$ cat src/rtl/simon_stream_sequencer.sv
// Streams 32-bit words into a 64-bit SIMON block cipher core and streams the
// 64-bit ciphertext back out as two 32-bit words, high word first.
module simon_stream_sequencer #(
    parameter int unsigned TIMEOUT = 63
) (
    input  logic         clk,
    input  logic         rst_n,
    input  logic [127:0] key_in,
    input  logic         key_load,
    input  logic [31:0]  in_data,
    input  logic         in_valid,
    output logic         in_ready,
    output logic [31:0]  out_data,
    output logic         out_valid,
    input  logic         out_ready,
    output logic [63:0]  core_plaintext,
    output logic [127:0] core_key,
    output logic         core_en,
    input  logic [63:0]  core_ciphertext,
    input  logic         core_done,
    output logic         busy,
    output logic         err_timeout,
    output logic [15:0]  blk_count
);

    localparam int unsigned CNT_W     = 6;
    localparam int unsigned CNT_LIMIT = (TIMEOUT > 64) ? 64 : ((TIMEOUT < 1) ? 1 : TIMEOUT);
    localparam logic [CNT_W-1:0] CNT_MAX  = '1;
    localparam logic [CNT_W-1:0] CNT_LAST = CNT_W'(CNT_LIMIT - 1);
    localparam logic [CNT_W-1:0] CNT_MASK = CNT_W'(2);

    typedef enum logic [2:0] {
        S_W0,
        S_W1,
        S_LAUNCH,
        S_OUT_HI,
        S_OUT_LO
    } state_t;

    state_t            state;
    logic [CNT_W-1:0]  launch_cnt;
    logic [31:0]       ct_lo;
    logic              done_ok;

    // Done seen in the first two launch cycles may be left over from the previous block.
    assign done_ok = core_done && (launch_cnt >= CNT_MASK);

    always_ff @(posedge clk or negedge rst_n) begin
        if (!rst_n) begin
            state          <= S_W0;
            launch_cnt     <= '0;
            ct_lo          <= '0;
            in_ready       <= 1'b0;
            out_data       <= '0;
            out_valid      <= 1'b0;
            core_plaintext <= '0;
            core_key       <= '0;
            core_en        <= 1'b0;
            busy           <= 1'b0;
            err_timeout    <= 1'b0;
            blk_count      <= '0;
        end else begin
            case (state)
                S_W0: begin
                    in_ready <= 1'b1;
                    if (key_load) begin
                        core_key    <= key_in;
                        err_timeout <= 1'b0;
                    end
                    if (in_ready && in_valid) begin
                        core_plaintext[63:32] <= in_data;
                        busy                  <= 1'b1;
                        state                 <= S_W1;
                    end
                end
                S_W1: begin
                    if (in_valid) begin
                        core_plaintext[31:0] <= in_data;
                        core_en              <= 1'b1;
                        launch_cnt           <= '0;
                        in_ready             <= 1'b0;
                        state                <= S_LAUNCH;
                    end
                end
                S_LAUNCH: begin
                    if (done_ok) begin
                        ct_lo     <= core_ciphertext[31:0];
                        out_data  <= core_ciphertext[63:32];
                        out_valid <= 1'b1;
                        core_en   <= 1'b0;
                        blk_count <= blk_count + 16'd1;
                        state     <= S_OUT_HI;
                    end else if (launch_cnt >= CNT_LAST) begin
                        // Abort: the block is dropped and the core released.
                        err_timeout <= 1'b1;
                        core_en     <= 1'b0;
                        busy        <= 1'b0;
                        in_ready    <= 1'b1;
                        state       <= S_W0;
                    end else if (launch_cnt != CNT_MAX) begin
                        launch_cnt <= launch_cnt + CNT_W'(1);
                    end
                end
                S_OUT_HI: begin
                    if (out_ready) begin
                        out_data <= ct_lo;
                        state    <= S_OUT_LO;
                    end
                end
                S_OUT_LO: begin
                    if (out_ready) begin
                        out_valid <= 1'b0;
                        busy      <= 1'b0;
                        in_ready  <= 1'b1;
                        state     <= S_W0;
                    end
                end
                default: begin
                    state <= S_W0;
                end
            endcase
        end
    end

endmodule

$ cat config.mk
export PLATFORM = sky130hd
export DESIGN_NAME = simon_stream_sequencer
export DESIGN_NICKNAME = d
export VERILOG_FILES = /design/src/rtl/simon_stream_sequencer.sv
export SDC_FILE = /design/constraint.sdc
export NUM_CORES = 1
export LEC_CHECK = 0
export ABC_AREA = 0
export BUFFER_PORTS_ARGS = -buffer_cell sky130_fd_sc_hd__buf_4
export CORE_UTILIZATION = 35
export DETAILED_ROUTE_END_ITERATION = 10
export REMOVE_ABC_BUFFERS = 1
export SYNTH_ARGS = -nofsm -noshare
export SYNTH_HDL_FRONTEND = slang
export SYNTH_SLANG_ARGS = --single-unit
$ cat constraint.sdc
create_clock -name clk -period 1.75 [get_ports clk]
set_input_delay 0.0875 -clock clk [delete_from_list [all_inputs] [get_ports clk]]
set_output_delay 0.0875 -clock clk [all_outputs]
set_load 0.01 [all_outputs]
Word-level counts from Yosys, hierarchy flattened
Cells that the tools add are included.

Flip-flop bits (word level): 286. Bits of input ports: 230. Output and inout bits: 245. Logic and storage cells: 86.

Add/subtract/negate cells: 2. $lt $le $gt $ge: 2. Equal/unequal tests: 16. Multiplexer cells: 32. Reduce and logical (&&, ||, !) cells: 21.

Operators by type and width (number): $mux W32 (2); $pmux W32 S2 (1); $mux W6 (4); $ne A2 B2 Y1 const B (10); $reduce_and A5 Y1 (4); $mux W3 (6); $add A16 B1 Y16 const B (1); $pmux W3 S5 (1); $mux W1 (12); $pmux W6 S2 (1); $reduce_and A3 Y1 (3); $reduce_and A2 Y1 (4); $reduce_bool A2 Y1 (4); $add A6 B1 Y6 const B (1); $eq A3 B2 Y1 const B (2); $ge A6 B2 Y1 const B (1); $ge A6 B6 Y1 const B (1); $ne A6 B6 Y1 const B (1); $pmux W1 S2 (3); $pmux W1 S4 (1); $reduce_and A4 Y1 (1); $reduce_bool A4 Y1 (1); $eq A3 B1 Y1 const B (1); $eq A3 B3 Y1 const B (1); 5 further kinds (6).

Longest topological paths before layout
Gate-level depths: netlist (run 1).

Depth in word-level cells: 5. Gate-level depth with buffers: 7. Depth with buffers taken out: 6.

Worst setup path after synthesis (run 1)
Ideal clock, no wire load.

Kind: flip-flop to flip-flop. From: register state[2]. To: register core_key[84]. Setup time: 0.125 ns. Arrival time: 1.652 ns. Required time: 1.625 ns. Path slack: -0.027 ns. Cell stages (with the launch flop): 7. Path buffers: 3. Clock period less this slack: 1.777 ns. Path through: dfrtp_1 buf_2 nor3_1 and2_1 buf_2 buf_2 mux2_2.

Cells in the longest elaborated chain, start to end: 2.

RTL lines: start, declared (line 40) `state_t state;`; start signal, assigned (line 50) `state <= S_W0;`; start signal, assigned (line 73) `state <= S_W1;`; start signal, assigned (line 82) `state <= S_LAUNCH;`; $logic_not A3 Y1 (line 63) `case (state)`; $reduce_and A2 Y1 (no line); end signal, assigned (line 67) `core_key <= key_in;`; end, declared (line 17) `output logic [127:0] core_key,`.

Every way passes these cells. A chain may end at the register's enable or synchronous reset.

Worst setup path after layout (run 1)
From: register launch_cnt[4]. To: register out_data[10].

Cells in the longest elaborated chain, start to end: 4.

RTL lines: start, declared (line 41) `logic [CNT_W-1:0] launch_cnt;`; start signal, assigned (line 101) `launch_cnt <= launch_cnt + CNT_W'(1);`; $ge A6 B2 Y1 (line 46) `assign done_ok = core_done && (launch_cnt >= CNT_MASK);`; $logic_and A1 B1 Y1 (line 46); $ne A2 B2 Y1 (no line); $reduce_and A3 Y1 (no line); end signal, assigned (line 88) `out_data <= core_ciphertext[63:32];`; end signal, assigned (line 106) `out_data <= ct_lo;`; end, declared (line 13) `output logic [31:0] out_data,`.

Every way passes these cells.

==> results.py, run 1 <==
metrics = {
    "final_layout": {
        "utilization_pct": 61.7,
        "final_nets": 1889,
        "final_common_cell": "buf_4",
        "final_cell_area_sq_mm": 0.0197,
        "drive_gt1_share_pct": 49.6,
        "final_cell_mix": "buf_4 (506), dfrtp_1 (286), dlygate4sd3_1 (227)",
        "stdcell_count": 2113,
        "areaGrowthSynthToFinish_pct": 71.3,
    },
    "pwr": {
        "ir_drop_mv": 0.975,
        "finalPower_mw": 32.5,
        "p_leak_nw": 9.48,
        "power.density_mw_per_mm2": 1650,
    },
    "worst_setup_path": {
        "timing.rr.end": "out_data[10]",
        "path_max_fanout": 15,
        "cp.depth": 8,
        "rrSetupSlack_ps": 30,
        "rr_startpoint": "launch_cnt[4]",
        "crit_top_cell": "buf_12",
        "arrival_ps": 2160,
        "max_stage_delay_ps": 400,
        "crit_chain": "buf_6 > nor4_4 > buf_4 > a2111oi_4 > buf_12 > buf_12 > nor2_1 > a21oi_2",
        "critPathCaptureType": "flop",
        "endpoint": "out_data[10]",
        "cp_num_buf_inv": 4,
        "cp.required_ps": 2180,
        "cp-startpoint": "launch_cnt[4]",
        "crit_slowest_cell": "dfrtp_1",
        "cp_top_family": "buffers and inverters",
        "start_kind": "flop",
        "reg2regPathDepth": 8,
        "worstSetupPathType": "flop to flop",
    },
    "floorplan": {
        "die_x_um": 183,
        "num_rows": 65,
        "ios": 475,
        "dieHeight_um": 183,
        "die_area_sq_mm": 0.0335,
        "start_util_pct": 36.0,
        "coreArea_sq_mm": 0.0319,
    },
    "worst_hold_path": {
        "min_path_type": "input port to asynchronous set/reset pin",
    },
    "route": {
        "postRouteAntennaNets": 0,
        "drc": 0,
        "vias_per_cell": 4.62,
        "vias": 9756,
        "first_pass_iters": 4,
        "routed_wl_um": 37900,
        "drtIter0Drc": 397,
        "routedWlPerCell_um": 18.0,
    },
    "sta": {
        "clock_skew_ps": 6.34,
        "hold_viol": 0,
        "finalSetupViolCount": 0,
        "fin_crit_sh_pct": 98.5,
        "rsz0062_at_grt": "yes",
        "slew_headroom_pct": 67.5,
        "setup_ws_ps": 26.1,
        "max_freq_mhz": 580,
        "fin_crit_ps": 1720,
        "worstMarginPinSlew_ps": 485,
        "slew_viol_final": 0,
    },
    "global_routing": {
        "track_usage_pct": 21.9,
        "grt.overflow.total": 0,
        "grt_max_degree": 68,
        "grt_pass1_wl_um": 57800,
        "grt_pass1_vias": 10438,
        "antenna_found_initial": 1,
    },
    "logic_synthesis": {
        "syn-instance-count": 903,
        "synth_area_sq_mm": 0.0115,
        "synth.distinct_cells": 47,
        "yosysWarnings": 0,
        "synth-seq-cells": 286,
        "yosysSeqAreaShare_pct": 62.4,
        "synth_area_per_cell_sq_um": 12.7,
    },
    "place": {
        "dp_hpwl_um": 25700,
        "dp_worst_setup_slack_ps": -45.7,
        "gp_congestion": 0.856,
        "placed_area_sq_mm": 0.0161,
        "io_buffers": 474,
        "post-place-cells": 1826,
    },
    "clock_tree": {
        "cts.sinks": 286,
        "clock_latency_ps": 540,
        "clk_path_buf_depth": 3,
        "cts_tree": "yes",
        "cts.htree.levels": 1,
        "cts_root_buf": "clkbuf_16",
        "cts_buffers": 30,
        "path_clk_slew_ps": 60,
    },
    "status": {
        "status": "complete, no violations",
    },
    "flow_run": {
        "maxCapViolations": 0,
    },
}
[flip-flops by register name (all words and copies together) (netlist names)]
name	cells
core_key	128
core_plaintext	64
ct_lo	32
out_data	32
blk_count	16
launch_cnt	6
state	3
busy	1
core_en	1
err_timeout	1
in_ready	1
out_valid	1
[final cells by class]
type	count	area [sq um]
sequential	286	7160
fill	2514	12200
antenna	2	5.00
clock inverter	4	23.8
inverter	9	33.8
multi-input combinational	561	4240
clock buffer	48	900
timing repair buffer	768	6760
tap	435	544
[synth_stat cells (all sizes together)]
master   count  area [sq um]
nor4b        1          8.76
nor2b        4          25.0
or4          2          15.0
o211ai       2          20.0
a31o         1          8.76
o211a        1          10.0
o311ai       2          17.5
xnor2       12           105
a31oi        2          12.5
o22a         1          8.76
a21boi       1          7.51
buf         33           224
o32a         1          10.0
nor4         2          27.5
nand2      210           788
nor2        39           146
dfrtp      286          7160
a21oi       35           280
or3          1          6.26
or3b         1          8.76
nor3b        1          12.5
a211oi       2          20.0
and2         2          12.5
o221ai       1          8.76
o31ai        1          7.51
mux2i       36           360
inv          9          33.8
or2          1          6.26
clkbuf      14          53.8
nand3       14          70.1
mux2       160          1800
a2111oi      1          27.5
ha           3          37.5
o21a         1          7.51
o41ai        2          17.5
xor2         3          26.3
nor3         8          40.0
o22ai        1          6.26
nand4        6          37.5
[layer usage]
metal  GRT usage (%)  up-vias  part of all wire (%)  wire, um
met5               0        -                     0         0
met4            10.2        0                   4.9      1870
met1            25.4     4729                    39     14600
met2            38.3      368                    50     19000
li1                -     4561                     -         -
met3            5.10       98                   6.5      2460
[worst min path at each step]
stage | start | to | slack [ps] | cells after the start
2_1_floorplan | rst_n | blk_count[0] | -210 | 0
3_3_place_gp | rst_n | core_key[22] | 4 | 1
3_5_place_dp | rst_n | core_key[22] | 3 | 1
4_1_cts | rst_n | core_plaintext[41] | 10 | 2
5_1_grt | rst_n | core_key[2] | 30 | 2
6_report | rst_n | core_key[102] | 30 | 2
[per-stage QoR]
step | hold WS, ps | setup TNS (ps)
2_1_floorplan | -208 | -410080
6_report | 26.2 | 0
5_1_grt | 28.6 | -1470
3_5_place_dp | 3.31 | -45.7
3_3_place_gp | 4.19 | 0
4_1_cts | 10.4 | 0
[power breakdown]
part | internal (mW) | switching, mW
clock network | 3.48 | 2.55
registers | 9.74 | 1.90
logic | 8.19 | 6.66
[what timing repair did]
| item | in CTS | in global routing |
|---|---|---|
| setup endpoints to repair | 9 | 71 |
| pin swaps | 0 | 29 |
| resized for setup | 2 | 75 |
| hold buffers | 227 | 0 |
| hold endpoints to repair | 547 | 0 |
| cloned | 0 | 4 |
| buffers inserted | 0 | 2 |
[cell families after synthesis]
logic type | Yosys count | synth area share [%]
AND/OR/NAND/NOR | 292 | 10.5
buffers and inverters | 56 | 2.72
flip-flops | 286 | 62.4
multiplexers | 196 | 18.8
XOR/XNOR | 15 | 1.14
adder cells (fa/ha/maj) | 3 | 0.327
AO/OA/AOI/OAI | 55 | 4.10
[worst register-to-register path, delay by kind of cell, from the launching register on]
family	cells	cell delay, ps
buffers and inverters	4	670
and+or+nand+nor	2	430
DFF	1	400
AOI/OAI and AO/OA	2	120
Note: power is estimated with default switching activity, not from simulation.
==> run 2: changes to the inputs <==
==> constraint.sdc (replaced) <==
create_clock -name clk -period 1.9 [get_ports clk]
set_input_delay 0.095 -clock clk [delete_from_list [all_inputs] [get_ports clk]]
set_output_delay 0.095 -clock clk [all_outputs]
set_load 0.01 [all_outputs]
==> results.py, run 2 (synthesized netlist as in run 1, its figures left out) <==
metrics = {
    "status": {
        "status": "complete, no violations",
    },
    "floorplan": {
        "dieHeight_um": 183,
        "start_util_pct": 36.0,
        "coreArea_sq_mm": 0.0319,
        "num_rows": 65,
        "die_x_um": 183,
        "die_area_sq_mm": 0.0335,
        "ios": 475,
    },
    "worst_setup_path": {
        "rrSetupSlack_ps": 80,
        "crit_chain": "nor3_1 > and2_4 > buf_12 > mux2_2",
        "arrival_ps": 2200,
        "path_max_fanout": 62,
        "reg2regPathDepth": 4,
        "start_kind": "flop",
        "crit_slowest_cell": "dfrtp_1",
        "worstSetupPathType": "flop to flop",
        "critPathCaptureType": "flop",
        "timing.rr.end": "core_key[43]",
        "rr_startpoint": "state[2]",
        "cp.required_ps": 2280,
        "max_stage_delay_ps": 440,
        "cp-startpoint": "state[2]",
    },
    "global_routing": {
        "grt_pass1_wl_um": 57100,
        "grt_pass1_vias": 10347,
        "grt_max_degree": 72,
        "grt.overflow.total": 0,
        "track_usage_pct": 21.8,
        "antenna_found_initial": 1,
    },
    "sta": {
        "max_freq_mhz": 548,
        "rsz0062_at_grt": "yes",
        "clock_skew_ps": 17.5,
        "fin_crit_ps": 1820,
        "slew_viol_final": 0,
        "setup_ws_ps": 76.5,
        "fin_crit_sh_pct": 96.0,
        "worstMarginPinSlew_ps": 508,
        "finalSetupViolCount": 0,
        "slew_headroom_pct": 65.9,
        "hold_viol": 0,
    },
    "clock_tree": {
        "cts.htree.levels": 2,
        "cts.sinks": 286,
        "cts_buffers": 34,
        "path_clk_slew_ps": 60,
        "cts_tree": "yes",
        "cts_root_buf": "clkbuf_16",
        "clk_path_buf_depth": 3,
        "clock_latency_ps": 500,
    },
    "pwr": {
        "ir_drop_mv": 0.865,
        "finalPower_mw": 29.7,
        "p_int_mw": 19.7,
        "seq_power_share_pct": 35.6,
        "swShare_pct": 33.6,
        "power_switching_mw": 9.98,
        "power.density_mw_per_mm2": 1550,
        "pwr-share-comb_pct": 42.5,
        "p_leak_nw": 9.30,
        "clockPowerShare_pct": 21.9,
    },
    "final_layout": {
        "areaGrowthSynthToFinish_pct": 66.7,
        "utilization_pct": 60.0,
        "drive_gt1_share_pct": 46.0,
        "final_nets": 1858,
        "regMostFlops": "core_key",
        "final_common_cell": "buf_4",
        "final_cell_area_sq_mm": 0.0191,
        "largest_reg_flops": 128,
        "seqCellArea_sq_mm": 0.00716,
        "n_fill_cell": 2586,
        "multi_input_area_sq_mm": 0.00403,
        "largestRegisters": "core_key: 128 flops, core_plaintext: 64 flops",
        "final_cell_mix": "buf_4 (492), dfrtp_1 (286), dlygate4sd3_1 (227)",
        "stdcell_count": 2085,
    },
    "route": {
        "drtIter0Drc": 435,
        "postRouteAntennaNets": 0,
        "routed_wl_um": 37300,
        "routedWlPerCell_um": 17.9,
        "vias_per_cell": 4.62,
        "vias": 9630,
        "drc": 0,
        "first_pass_iters": 4,
    },
    "place": {
        "post-place-cells": 1795,
        "dp_worst_setup_slack_ps": 77.6,
        "gp_congestion": 0.808,
        "dp_hpwl_um": 24600,
        "placed_area_sq_mm": 0.0157,
        "io_buffers": 474,
    },
    "worst_hold_path": {
        "min_path_type": "input port to asynchronous set/reset pin",
    },
    "flow_run": {
        "maxCapViolations": 0,
    },
}
==> run 2: cell count changes in the layout (fill, tap and decap cells not counted), moves of 14 or more <==
cell	before	now
buf_12	25	9
buf_4	506	492
nand2_1	193	209
nand2_2	15	1
nor2_1	10	39
nor2_2	17	0
==> run 2: what timing repair did <==
item,in CTS,in global routing
endpoints found under the setup margin,0,62
hold buffers,227,0
setup buffers,0,1
resized for setup,0,8
endpoints found under the hold margin,544,0
==> run 2: worst max-delay path: cells and delay by family (launching register included) <==
family	cells	cell delay, ps
buffers and inverters	1	290
flip-flops	1	440
multiplexers	1	390
AND/OR/NAND/NOR	2	510
==> run 2: layout make-up <==
cell class                 instances  area share (%)
antenna                            1          0.0131
clock buffer                      50            5.29
clock inverter                    10           0.556
inverter                           9           0.177
multi-input combinational        561            21.1
sequential                       286            37.4
tap                              435            2.85
timing repair buffer             733            32.6
==> run 2: worst max path at each step <==
stage	end
finish	core_key[43]
global route	blk_count[15]
CTS	ct_lo[25]
detailed placement	ct_lo[27]
global placement	core_key[7]
floorplan	core_key[0]
==> run 2: per-stage QoR <==
step / hold slack [ps] / setup TNS [ps]
floorplan: -201 / -374250
global placement: 4.44 / 0
detailed placement: 4.54 / 0
CTS: 71.6 / 0
global route: 100 / -23.8
finish: 67.4 / 0
==> run 2: routing by layer <==
metal | wire [um] | vias to the layer above | track usage [%]
li1 | - | 4505 | -
met1 | 14100 | 4691 | 24.7
met2 | 19000 | 342 | 38.7
met3 | 2510 | 92 | 5.48
met4 | 1660 | 0 | 9.97
met5 | 0 | - | 0
==> run 2: power groups by stage <==
stage,clock [mW],combinational (mW),sequential (mW)
finish,6.49,12.6,10.6
global route,6.90,13.5,10.9
CTS,6.65,12.5,10.6
detailed placement,0,12.1,10.6
global placement,0,12.0,10.5
floorplan,0,4.72,11.6
==> run 3: changes to the inputs <==
--- a/config.mk
+++ b/config.mk
@@ -6,9 +6,11 @@
 export NUM_CORES = 1
 export LEC_CHECK = 0
 export ABC_AREA = 0
-export BUFFER_PORTS_ARGS = -buffer_cell sky130_fd_sc_hd__buf_4
+export BUFFER_PORTS_ARGS = -buffer_cell sky130_fd_sc_hd__clkbuf_2
 export CORE_UTILIZATION = 35
+export CTS_CLUSTER_SIZE = 16
 export DETAILED_ROUTE_END_ITERATION = 10
+export HOLD_SLACK_MARGIN = 0.03
 export REMOVE_ABC_BUFFERS = 1
 export SYNTH_ARGS = -nofsm -noshare
 export SYNTH_HDL_FRONTEND = slang
==> results.py, run 3 (synthesized netlist as in run 1, its figures left out) <==
metrics = {
    "final_layout": {
        "final_common_cell": "clkbuf_2",
        "antenna_cells": 0,
        "areaGrowthSynthToFinish_pct": 56.8,
        "final_cell_mix": "clkbuf_2 (473), dfrtp_1 (285), dlygate4sd3_1 (227)",
        "regMostFlops": "core_key",
        "multi_input_area_sq_mm": 0.00403,
        "drive_gt1_share_pct": 46.4,
        "n_fill_cell": 2707,
        "largestRegisters": "core_key: 128 flops, core_plaintext: 64 flops",
        "stdcell_count": 2091,
        "seqCellArea_sq_mm": 0.00716,
        "final_nets": 1865,
        "largest_reg_flops": 128,
        "utilization_pct": 56.4,
    },
    "floorplan": {
        "start_util_pct": 36.0,
        "dieHeight_um": 183,
        "coreArea_sq_mm": 0.0319,
        "ios": 475,
        "num_rows": 65,
        "die_area_sq_mm": 0.0335,
        "die_x_um": 183,
    },
    "worst_setup_path": {
        "crit_slowest_cell": "dfrtp_2",
        "crit_top_cell": "buf_4",
        "cp.required_ps": 2280,
        "path_max_fanout": 6,
        "cp_top_family": "simple AND/OR/NAND/NOR gates",
        "crit_chain": "buf_4 > or3b_1 > a211oi_2 > buf_4 > nand4_1 > xnor2_1",
        "arrival_ps": 2190,
        "start_kind": "flop",
        "worstSetupPathType": "flop to flop",
        "critPathCaptureType": "flop",
        "cp_num_buf_inv": 2,
        "max_stage_delay_ps": 450,
    },
    "route": {
        "first_pass_iters": 4,
        "routedWlPerCell_um": 16.9,
        "drtIter0Drc": 409,
        "postRouteAntennaNets": 0,
        "vias": 9692,
        "routed_wl_um": 35400,
        "drc": 0,
        "vias_per_cell": 4.64,
    },
    "pwr": {
        "p_leak_nw": 9.02,
        "power.density_mw_per_mm2": 1550,
        "ir_drop_mv": 0.969,
    },
    "clock_tree": {
        "path_clk_slew_ps": 60,
        "cts_tree": "yes",
        "clk_path_buf_depth": 3,
        "cts.htree.levels": 2,
        "cts.sinks": 286,
        "cts_root_buf": "clkbuf_16",
        "cts_buffers": 34,
        "clock_latency_ps": 500,
    },
    "global_routing": {
        "grt_pass1_vias": 10142,
        "grt.overflow.total": 0,
        "grt_pass1_wl_um": 54500,
        "track_usage_pct": 20.6,
        "grt_max_degree": 65,
        "antenna_found_initial": 1,
    },
    "place": {
        "dp_hpwl_um": 23300,
        "gp_congestion": 0.805,
        "io_buffers": 474,
        "post-place-cells": 1802,
    },
    "sta": {
        "fin_crit_ps": 1810,
        "max_freq_mhz": 552,
        "clock_skew_ps": 8.90,
        "finalSetupViolCount": 0,
        "slew_headroom_pct": 65.0,
        "worstMarginPinSlew_ps": 522,
        "slew_viol_final": 0,
        "hold_viol": 0,
        "fin_crit_sh_pct": 95.4,
        "rsz0062_at_grt": "no",
    },
    "worst_hold_path": {
        "min_path_type": "input port to flop",
    },
    "status": {
        "status": "complete, no violations",
    },
    "flow_run": {
        "maxCapViolations": 0,
    },
}
-- run 3: changes by cell type in the layout (fill, tap and decap cells not counted), sizes merged --
cell / change
clkinvlp: +1
bufinv: -1
diode: -1
buf: -466
clkbuf: +472
inv: +1
-- run 3: path summary, 6_finish.rpt --
kind | from | end | slack (ps) | depth (start not counted)
min | key_load | core_key[89] | 100 | 3
max in group asynchronous | rst_n | out_data[18] | 1130 | 3
max reg2reg | state[0] | blk_count[6] | 90 | 6
max | state[0] | blk_count[6] | 90 | 6
min in group asynchronous | rst_n | core_key[55] | 130 | 2
min reg2reg | core_plaintext[9] | core_plaintext[9] | 470 | 2
-- run 3: per-layer routing --
| layer | global-route usage (%) | part of all wire, % | vias to the layer above |
|---|---|---|---|
| met2 | 36.1 | 50 | 344 |
| li1 | - | - | 4521 |
| met1 | 23.8 | 39 | 4726 |
| met5 | 0 | 0.037 | - |
| met4 | 9.43 | 4.6 | 2 |
| met3 | 4.92 | 6.3 | 99 |
-- run 3: what timing repair did --
| item | 4_1_cts | 5_1_grt |
|---|---|---|
| resized for setup | 0 | 9 |
| hold endpoints to repair | 544 | 0 |
| setup endpoints to repair | 0 | 62 |
| buffers inserted | 0 | 1 |
| hold buffers | 227 | 0 |
-- run 3: cell type report --
cell class	instances	area share, %
multi-input combinational	561	22.4
tap	435	3.02
sequential	286	39.8
clock inverter	11	0.515
clock buffer	49	5.66
timing repair buffer	740	28.4
inverter	9	0.188
-- run 3: per-stage QoR --
step / worst slack (ps) / total power, mW / TNS, ps / hold slack, ps / cell area, sq um
CTS: 61.5 / 28.0 / 0 / 93.9 / 17900
detailed placement: 72.0 / 21.1 / 0 / 44.7 / 14600
global placement: 87.1 / 20.9 / 0 / 40.9 / 14600
finish: 87.9 / 27.9 / 0 / 105 / 18000
global route: 15.2 / 29.6 / 0 / 124 / 18000
floorplan: -2410 / 16.4 / -374250 / -201 / 11200
-- run 3: report_power, final --
part / switching (mW) / internal, mW / leakage, nW
clock network: 2.53 / 3.87 / 0.549
logic: 5.64 / 5.30 / 5.03
registers: 1.61 / 8.97 / 3.44
total: 9.78 / 18.1 / 9.02
-- run 3: worst reg2reg max path, stage by stage (launching register included) --
cell	delay [ps]
dfrtp_2	450
buf_4	180
or3b_1	410
a211oi_2	230
buf_4	170
nand4_1	120
xnor2_1	140
